### config.mk
export PLATFORM = sky130hd
export DESIGN_NAME = dmem_arbiter
export DESIGN_NICKNAME = d
export VERILOG_FILES = /design/src/rtl/dmem_arbiter_pkg.sv /design/src/rtl/dmem_arbiter_rr_lock_arb2.sv /design/src/rtl/dmem_arbiter.sv
export SDC_FILE = /design/constraint.sdc
export NUM_CORES = 1
export LEC_CHECK = 0
export ABC_AREA = 1
export BUFFER_PORTS_ARGS = -buffer_cell sky130_fd_sc_hd__buf_2
export CORE_ASPECT_RATIO = 1.4
export CORE_MARGIN = 2
export CORE_UTILIZATION = 32
export DETAILED_ROUTE_END_ITERATION = 6
export GPL_TIMING_DRIVEN = 0
export SLEW_MARGIN = 10
export SYNTH_ARGS = -nofsm -noshare
export SYNTH_HDL_FRONTEND = slang
export SYNTH_SLANG_ARGS = --single-unit
export TNS_END_PERCENT = 1
### constraint.sdc
create_clock -name clk -period 2.3 [get_ports clk]
set_input_delay 0.115 -clock clk [delete_from_list [all_inputs] [get_ports clk]]
set_output_delay 0.115 -clock clk [all_outputs]
set_load 0.1 [all_outputs]
### src/rtl/dmem_arbiter_pkg.sv
// dmem_arb_pkg: shared FSM state type and requester indices for the data memory arbiter
package dmem_arb_pkg;
  typedef enum logic {IDLE, ACCESS} state_t;
  localparam int REQ_CPU = 0;
  localparam int REQ_DBG = 1;
endpackage

### src/rtl/dmem_arbiter_rr_lock_arb2.sv
// rr_lock_arb2: two-way round-robin arbiter with bounded lock ownership
module rr_lock_arb2 #(
  parameter int LOCK_MAX = 4
) (
  input  logic       clk,
  input  logic       rst_n,
  input  logic [1:0] req,
  input  logic       fire,
  input  logic [1:0] lock,
  output logic [1:0] win,
  output logic       wi
);
  localparam int CW = $clog2(LOCK_MAX + 1);
  logic          last;
  logic          locked;
  logic [CW-1:0] cnt;
  logic          own_ok;
  logic          lock_w;
  logic          at_max;
  // locked owner first, then the requester not granted last, else the lone one
  always_comb begin
    at_max = cnt >= CW'(LOCK_MAX);
    own_ok = locked & req[last] & ~at_max;
    wi     = own_ok ? last : (&req ? ~last : req[1]);
    win    = fire ? (wi ? 2'b10 : 2'b01) : 2'b00;
    lock_w = lock[wi];
  end
  // pointer starts at requester 1 so requester 0 wins the first contested grant
  always_ff @(posedge clk or negedge rst_n) begin
    if (!rst_n) begin
      last   <= 1'b1;
      locked <= 1'b0;
      cnt    <= '0;
    end else if (fire) begin
      last   <= wi;
      locked <= lock_w;
      cnt    <= (wi == last && locked && lock_w) ? (at_max ? cnt : cnt + 1'b1) : '0;
    end
  end
endmodule

### src/rtl/dmem_arbiter.sv
// dmem_arbiter: sequences two requesters onto a single-port data memory with fixed latency
module dmem_arbiter
  import dmem_arb_pkg::*;
#(
  parameter int AW       = 32,
  parameter int DW       = 32,
  parameter int LOCK_MAX = 4
) (
  input  logic            clk,
  input  logic            rst_n,
  input  logic [1:0]      req,
  input  logic [1:0]      we,
  input  logic [1:0]      lock,
  input  logic [2*AW-1:0] addr,
  input  logic [2*DW-1:0] wdata,
  output logic [1:0]      gnt,
  output logic [1:0]      rvalid,
  output logic [DW-1:0]   rdata,
  output logic [1:0]      err,
  output logic            mem_re,
  output logic            mem_we,
  output logic [AW-1:0]   mem_addr,
  output logic [DW-1:0]   mem_wdata,
  input  logic [DW-1:0]   mem_rdata
);
  state_t        state;
  logic          fire;
  logic          wi;
  logic [1:0]    win;
  logic [AW-1:0] a_sel;
  logic [DW-1:0] d_sel;
  logic          we_sel;
  logic          mis;
  logic          w_q;
  logic          we_q;
  logic          mis_q;
  // select the winning requester's transaction fields
  always_comb begin
    fire   = (state == IDLE) & (|req);
    a_sel  = wi ? addr[2*AW-1:AW] : addr[AW-1:0];
    d_sel  = wi ? wdata[2*DW-1:DW] : wdata[DW-1:0];
    we_sel = we[wi];
    mis    = |a_sel[1:0];
    gnt    = win;
  end
  rr_lock_arb2 #(.LOCK_MAX(LOCK_MAX)) u_arb (
    .clk   (clk),
    .rst_n (rst_n),
    .req   (req),
    .fire  (fire),
    .lock  (lock),
    .win   (win),
    .wi    (wi)
  );
  // grant in IDLE, strobe memory in ACCESS, complete on the cycle after
  always_ff @(posedge clk or negedge rst_n) begin
    if (!rst_n) begin
      state     <= IDLE;
      w_q       <= 1'b0;
      we_q      <= 1'b0;
      mis_q     <= 1'b0;
      rvalid    <= 2'b00;
      err       <= 2'b00;
      rdata     <= '0;
      mem_re    <= 1'b0;
      mem_we    <= 1'b0;
      mem_addr  <= '0;
      mem_wdata <= '0;
    end else begin
      rvalid <= 2'b00;
      err    <= 2'b00;
      mem_re <= 1'b0;
      mem_we <= 1'b0;
      if (state == IDLE) begin
        if (fire) begin
          state     <= ACCESS;
          w_q       <= wi;
          we_q      <= we_sel;
          mis_q     <= mis;
          mem_re    <= ~we_sel & ~mis;
          mem_we    <= we_sel & ~mis;
          mem_addr  <= {a_sel[AW-1:2], 2'b00};
          mem_wdata <= d_sel;
        end
      end else begin
        state  <= IDLE;
        rvalid <= w_q ? 2'b10 : 2'b01;
        err    <= mis_q ? (w_q ? 2'b10 : 2'b01) : 2'b00;
        rdata  <= mis_q ? '0 : (we_q ? rdata : mem_rdata);
      end
    end
  end
endmodule

### Word-level counts from Yosys, hierarchy flattened

Cells that the tools add are included.

| operators by class | value |
|---|---|
| bitwise operators | 10 |
| reduce and logical (&&, ||, !) cells | 8 |
| equal/unequal tests | 3 |
| multiplexer cells | 26 |
| order comparisons | 3 |
| $add $sub $neg | 1 |

Operators with widths:

| kind | count |
|---|---|
| 2-to-1 mux 32 bit | 4 |
| 2-to-1 mux 1 bit | 14 |
| 2-to-1 mux 2 bit | 6 |
| AND reduction 2 bit | 4 |
| 2-to-1 mux 3 bit | 2 |
| bitwise AND 1 bit | 5 |
| inverter 1 bit | 5 |
| less-than comparator 1 x 2 -> 1 bit, second input constant | 2 |
| OR reduction 2 bit | 2 |
| adder 3 x 1 -> 3 bit, second input constant | 1 |
| greater-or-equal comparator 3 bit, second input constant | 1 |
| logical AND 1 bit | 2 |
| inequality test 2 x 1 -> 1 bit, second input constant | 1 |
| inequality test 2 bit, second input constant | 1 |
| == test 1 bit | 1 |

| word-level totals | value |
|---|---|
| output and inout port bits | 104 |
| bits in registers | 109 |
| input port bits | 168 |

### Longest topological paths before layout

Gate-level depths: netlist of the first run.

| logic depth | value |
|---|---|
| depth in word-level cells | 11 |
| gate-level depth with buffers | 11 |
| depth with buffers taken out | 11 |

### Modules after synthesis

Synthesis of the first run repeated with hierarchy kept, for this count alone.

| unflattened totals | value |
|---|---|
| cells, all modules | 693 |
| area, all modules | 5151.2 µm² |

Modules (own cells, without submodules):

| module | instances | area an instance (µm²) | cells an instance |
|---|---|---|---|
| dmem_arbiter | 1 | 4789.6 | 645 |
| rr_lock_arb2 | 1 | 361.6 | 48 |

### Worst setup path before layout of the first run

OpenSTA, ideal clock, no wires.

| path | value |
|---|---|
| path type | reg2reg |
| from | register u_arb.last |
| to | register mem_addr[24] |
| path buffers | 1 |
| data required time | 2.230 ns |
| data arrival time | 1.440 ns |
| clock period less this slack | 1.509 ns |
| slack | 0.791 ns |
| setup time | 0.070 ns |
| cell stages (with the launch flop) | 10 |
| cells stage by stage | dfstp_2 > inv_1 > nand2_1 > nand3_2 > nand2_4 > nand2_4 > inv_4 > buf_6 > nand2_1 > nand3_1 |

| on the way | value |
|---|---|
| cells in the longest elaborated chain, start to end | 6 |
| elaborated cells between the ends (all ways) | 8 |
| classes of those cells | mux (5); bitwise (3) |

RTL lines:

| item | line | RTL |
|---|---|---|
| start: declaration | dmem_arbiter_rr_lock_arb2.sv:14 | `logic last;` |
| start signal: assignment | dmem_arbiter_rr_lock_arb2.sv:35 | `last <= wi;` |
| 2-to-1 mux 1 bit (not written as such) (2 in series) | dmem_arbiter_rr_lock_arb2.sv:23 | `own_ok = locked & req[last] & ~at_max;` |
| bitwise AND 1 bit (2 in series) | dmem_arbiter_rr_lock_arb2.sv:23 |  |
| 2-to-1 mux 1 bit (*) | dmem_arbiter_rr_lock_arb2.sv:24 | `wi = own_ok ? last : (&req ? ~last : req[1]);` |
| 2-to-1 mux 32 bit (*) | dmem_arbiter.sv:40 | `a_sel = wi ? addr[2*AW-1:AW] : addr[AW-1:0];` |
| end signal: assignment | dmem_arbiter.sv:82 | `mem_addr <= {a_sel[AW-1:2], 2'b00};` |
| end: declaration | dmem_arbiter.sv:22 | `output logic [AW-1:0] mem_addr,` |

Every way passes the cells marked *; elsewhere a longest branch is shown, timed or not. The select of a mux whose other input is x is not followed.
A chain may end at the register's enable or synchronous reset.

### Final worst setup path of the first run

| path | value |
|---|---|
| from | register u_arb.last |
| to | output gnt[0] |

| on the way | value |
|---|---|
| cells in the longest elaborated chain, start to end | 7 |
| elaborated cells between the ends (all ways) | 9 |
| classes of those cells | mux (6); bitwise (3) |

RTL lines:

| item | line | RTL |
|---|---|---|
| 2-to-1 mux 1 bit (not written as such) (2 in series) | dmem_arbiter_rr_lock_arb2.sv:23 |  |
| bitwise AND 1 bit (2 in series) | dmem_arbiter_rr_lock_arb2.sv:23 |  |
| 2-to-1 mux 1 bit (*) | dmem_arbiter_rr_lock_arb2.sv:24 |  |
| 2-to-1 mux 2 bit (*) (2 in series) | dmem_arbiter_rr_lock_arb2.sv:25 | `win = fire ? (wi ? 2'b10 : 2'b01) : 2'b00;` |
| end: declaration | dmem_arbiter.sv:16 | `output logic [1:0] gnt,` |

Marked as above.

==> flow_metrics.tcl, run 1 <==
set metrics [dict create \
    ys_warn_count 0 \
    synth_seq_cells 109 \
    grt_usage_pct 20.3 \
    drc_errors 0 \
    antenna_cells 0 \
    syn2layout_area_growth_pct 65.9 \
    rows 52 \
    synthTopCellsByCount "nand2_1, dfrtp_1, nand3_1" \
    fillers 1364 \
    netlist_area_mm2 0.00479 \
    syn-instance-count 557 \
    synth_cell_types 32 \
    htreeDepth 3 \
    hold_violations 0 \
    avgSynthCellArea_um2 8.60 \
    postCtsSetupBuffers 0 \
    yosysSeqAreaShare_pct 56.9 \
    coreArea_mm2 0.0146 \
    root_buffer "clkbuf_16" \
    fin_cells 1156 \
    cp_max_fo 10 \
    cts_buffer_depth 2 \
    layout-drive-gt1-share_pct 33.6 \
    cts_tree "built" \
    max_cap_violations 0 \
    async_flop_share_pct 100 \
    post_drt_wl_per_cell_um 14.0 \
    final-setup-viol-count 0 \
    gr-total-overflow 0 \
    peakVddDrop_v 0.000660 \
    via_per_inst 4.49 \
    design_area_mm2 0.00795 \
    dr_total_vias 5188 \
    drv_slew 0 \
    worstMarginPinSlew_ps 697 \
    placed_cells 1017 \
    drtIter0Drc 211 \
    path_clk_slew_ps 80 \
    cts_num_sinks 109 \
    synth_edf_count 0 \
    wirelength_um 16100 \
    relSlewSlack_pct 53.6 \
    grt_pass1_vias 5358 \
    worstPathArrival_ps 2050 \
    finish.utilization_pct 54.6 \
    cp_data_required_time_ps 2180 \
    synth_top_cell_by_area "dfrtp_1" \
    die-width_um 107 \
    endpoint_kind "output pin" \
    hold_path.class "in2reg" \
    clk_latency_ps 350 \
    yosysTopAreaCellShare_pct 56.4 \
    hpwl_um 11200 \
    fin_skew_ps 11.0 \
    grt_first_pass_wirelength_um 25700 \
    initial_utilization_pct 32.9 \
    die_h_um 149 \
    portBuffers 269 \
    cellLeakagePower_nw 4.25 \
    period_share_pct 94.2 \
    cts_made_buffers 9 \
    place_congestion 0.786 \
    ant_nets 0 \
    cp-start-kind "flop" \
    synth.most_common_cell "nand2_1" \
    power_density_mw_per_mm2 1120 \
    tns_ps 0 \
    finalNetCount 1132 \
    status "finished, final reports clean" \
    dieArea_mm2 0.0160 \
    io-pin-count 272 \
    path_class "reg2out" \
    synth_flop_cell "dfrtp_1" \
    rsz0062_at_grt "yes" \
    dpl_cell_area_mm2 0.00641 \
    period_minus_slack_ps 2170 \
    fmax_mhz 462 \
    grt_start_max_net_pins 58 \
    hold_ws_ps 5.33 \
    yosys-top-cells-area "dfrtp_1, nand2_1, nand3_1" \
    dr.pass1.iters 4 \
    antenna_found_initial 0 \
]
-- layout by cell type, fill, tap and decap left out, types with 3 or more instances in the layout --
| cell type | n |
|---|---|
| nand2_1 | 209 |
| o21ai_1 | 17 |
| buf_2 | 270 |
| buf_4 | 7 |
| inv_2 | 3 |
| clkbuf_2 | 3 |
| nor2_1 | 7 |
| clkbuf_4 | 5 |
| inv_1 | 44 |
| buf_6 | 11 |
| o21ai_0 | 20 |
| clkbuf_16 | 9 |
| nand3_1 | 98 |
| dfrtp_1 | 108 |
| inv_6 | 3 |
| dlygate4sd3_1 | 123 |
-- flip-flops by register name (all words and copies together), names as in the netlist --
signal	count
err	2
mem_addr	30
mem_re	1
mem_wdata	32
mem_we	1
mis_q	1
rdata	32
rvalid	2
state	1
u_arb.cnt	3
u_arb.last	1
u_arb.locked	1
w_q	1
we_q	1
-- cell families after synthesis --
group,after synthesis,share of synthesized area (%)
AND/OR/NAND/NOR,321,28.6
flip-flops,109,56.9
buffers and inverters,79,8.56
AO/OA/AOI/OAI,44,5.09
adder cells (fa/ha/maj),2,0.522
XOR/XNOR,1,0.183
other,1,0.0783
-- critical path, cell delays in order, from the launching register on --
cell and delay [ps]:
dfstp_2 560, inv_1 90, nand2_1 90, nand3_2 90, nand2_4 150, nand2_4 60, inv_4 130, buf_6 170
clkbuf_4 340
-- final timing paths --
path	slack, ps	endpoint	from	cells after the start
worst max-delay path	130	gnt[0]	u_arb.last$_DFFE_PN1P_	8
worst max register to register	140	mem_addr[10]$_DFFE_PN0P_	u_arb.last$_DFFE_PN1P_	8
worst min-delay path	5	mem_addr[29]$_DFFE_PN0P_	addr[61]	3
max in group asynchronous	1340	mem_addr[6]$_DFFE_PN0P_	rst_n	3
worst min register to register	490	rvalid[0]$_DFF_PN0_	w_q$_DFFE_PN0P_	1
min in group asynchronous	280	rdata[15]$_DFFE_PN0P_	rst_n	2
-- area by class of cell --
cell class                      count  area (um2)  share of cell area (%)
Buffer                             31         238                    2.99
Clock buffer                        9         225                    2.83
Clock inverter                      7        67.6                   0.850
Inverter                           48         183                    2.30
Multi-Input combinational cell    370        1660                    20.8
Sequential cell                   109        2730                    34.3
Tap cell                          189         236                    2.97
Timing Repair Buffer              393        2620                    32.9
-- where the power goes --
group	total (mW)	internal (mW)	switching, mW	leakage (nW)
sequential	2.55	2.32	0.228	1.38
clock	1.54	0.766	0.775	0.145
combinational	4.80	1.06	3.74	2.73
-- through the flow --
step / setup WS, ps / power [mW]
finish: 134 / 8.89
global route: -27.7 / 9.29
CTS: 3.93 / 8.92
detailed placement: 394 / 6.94
global placement: -287 / 6.91
floorplan: 791 / 6.06
-- per-layer routing --
metal | global-route usage, % | wire, um
met4 | 8.14 | 499
met3 | 4.85 | 1030
met1 | 22.9 | 6320
met2 | 36.5 | 8290
met5 | 0 | 0
-- what timing repair did --
| item | CTS | global route |
|---|---|---|
| setup endpoints to repair | 1 | 27 |
| hold buffers | 121 | 2 |
| gates resized for setup | 1 | 5 |
| endpoints found under the hold margin | 121 | 2 |
| gates cloned | 0 | 0 |
| pin swaps | 0 | 0 |
No activity file was read; power rests on OpenSTA's default activity.
==> run 2, diff against run 1 <==
BUFFER_PORTS_ARGS = -buffer_cell sky130_fd_sc_hd__buf_4   (was -buffer_cell sky130_fd_sc_hd__buf_2)
==> flow_metrics.tcl, run 2 (same netlist as run 1, synthesis figures left out) <==
set metrics [dict create \
    dr.pass1.iters 4 \
    design_area_mm2 0.00861 \
    via_per_inst 4.63 \
    finish.utilization_pct 59.1 \
    fillers 1279 \
    syn2layout_area_growth_pct 79.7 \
    dpl_cell_area_mm2 0.00706 \
    cp_data_required_time_ps 2590 \
    portBuffers 269 \
    postCtsSetupBuffers 0 \
    cp_max_fo 10 \
    relSlewSlack_pct 31.7 \
    grt_usage_pct 21.0 \
    fin_skew_ps 11.3 \
    final_cell_mix "buf_4, nand2_1, dlygate4sd3_1" \
    setup_ws_ps 128 \
    hold_violations 0 \
    cellLeakagePower_nw 4.43 \
    worstMarginPinSlew_ps 1020 \
    rsz0062_at_grt "yes" \
    endpoint_kind "flop" \
    drv_slew 0 \
    path_class "reg2reg" \
    rows 52 \
    area.sequential_mm2 0.00273 \
    place_ws_ps 530 \
    die-width_um 107 \
    ant_nets 0 \
    fmax_mhz 460 \
    cp-start-kind "flop" \
    grt_start_max_net_pins 110 \
    max_cap_violations 0 \
    cts_tree "built" \
    dieArea_mm2 0.0160 \
    finalNetCount 1131 \
    io-pin-count 272 \
    multi_input_comb_area_mm2 0.00166 \
    gr-total-overflow 0 \
    period_minus_slack_ps 2170 \
    coreArea_mm2 0.0146 \
    root_buffer "clkbuf_16" \
    final_common_cell "buf_4" \
    place_congestion 0.798 \
    worstPathArrival_ps 2460 \
    cts_num_sinks 109 \
    peakVddDrop_v 0.000612 \
    htreeDepth 3 \
    grt_first_pass_wirelength_um 26700 \
    hpwl_um 11600 \
    placed_cells 1016 \
    drc_errors 0 \
    final-setup-viol-count 0 \
    dr_total_vias 5346 \
    initial_utilization_pct 32.9 \
    power_density_mw_per_mm2 1080 \
    wirelength_um 17100 \
    clk_latency_ps 340 \
    tns_ps 0 \
    drtIter0Drc 185 \
    post_drt_wl_per_cell_um 14.8 \
    status "finished, final reports clean" \
    reg_top3 "mem_wdata x32, rdata x32, mem_addr x30" \
    cts_made_buffers 9 \
    period_share_pct 94.4 \
    antenna_found_initial 0 \
    die_h_um 149 \
    path_clk_slew_ps 80 \
    layout-drive-gt1-share_pct 33.5 \
    fin_cells 1155 \
    hold_path.class "in2reg" \
    antenna_cells 0 \
    cts_buffer_depth 2 \
    grt_pass1_vias 5529 \
]
-- run 2: power breakdown --
part           total [mW]  leakage, nW  internal [mW]  switching (mW)
combinational        5.13         2.91           1.37            3.76
sequential           2.58         1.38           2.32           0.258
clock                1.58        0.152          0.786           0.799
total                9.30         4.43           4.48            4.82
-- run 2: stage by stage --
| step | hold slack (ps) | power (mW) |
|---|---|---|
| after floorplan | -181 | 6.06 |
| after global placement | 320 | 7.23 |
| after detailed placement | 325 | 7.27 |
| after CTS | 4.43 | 9.34 |
| after global routing | 3.94 | 9.69 |
| final | 14.6 | 9.30 |
-- run 2: final cells by class --
cell class | count | share of cell area (%)
timing repair buffer | 392 | 37.8
sequential | 109 | 31.7
multi-input combinational | 370 | 19.2
buffer | 31 | 2.76
tap | 189 | 2.75
clock buffer | 9 | 2.62
inverter | 48 | 2.12
clock inverter | 7 | 1.03
-- run 2: critical path: stages (launching register included) --
cell	delay (ps)
dfstp_2	570
nand3_1	100
nand3_2	120
nand2_4	110
nor2_8	210
clkbuf_4	250
nand2_1	90
nand3_1	100
dlygate4sd3_1	550
-- run 2: what timing repair did --
item                       CTS  global route
setup endpoints to repair    0            19
hold endpoints to repair   172             0
gates resized for setup      0             5
hold buffers               123             0
-- run 2: final timing paths --
| path | startpoint | to | slack [ps] | cells after the start |
|---|---|---|---|---|
| min in group asynchronous | rst_n | rdata[19]$_DFFE_PN0P_ | 440 | 2 |
| hold reg to reg | w_q$_DFFE_PN0P_ | rvalid[0]$_DFF_PN0_ | 500 | 1 |
| setup reg to reg | u_arb.last$_DFFE_PN1P_ | mem_addr[6]$_DFFE_PN0P_ | 130 | 8 |
| hold / removal | mem_rdata[24] | rdata[24]$_DFFE_PN0P_ | 10 | 3 |
| setup / recovery | u_arb.last$_DFFE_PN1P_ | mem_addr[6]$_DFFE_PN0P_ | 130 | 8 |
| max in group asynchronous | rst_n | u_arb.cnt[0]$_DFFE_PN0P_ | 1110 | 2 |
-- run 2: per-layer routing --
layer  wire [um]  part of all wire (%)  GRT usage [%]
met5           0                     0              0
met4         435                   2.5           7.24
met3        1150                   6.7           4.02
met2        9050                    53           38.8
met1        6440                    38           24.1
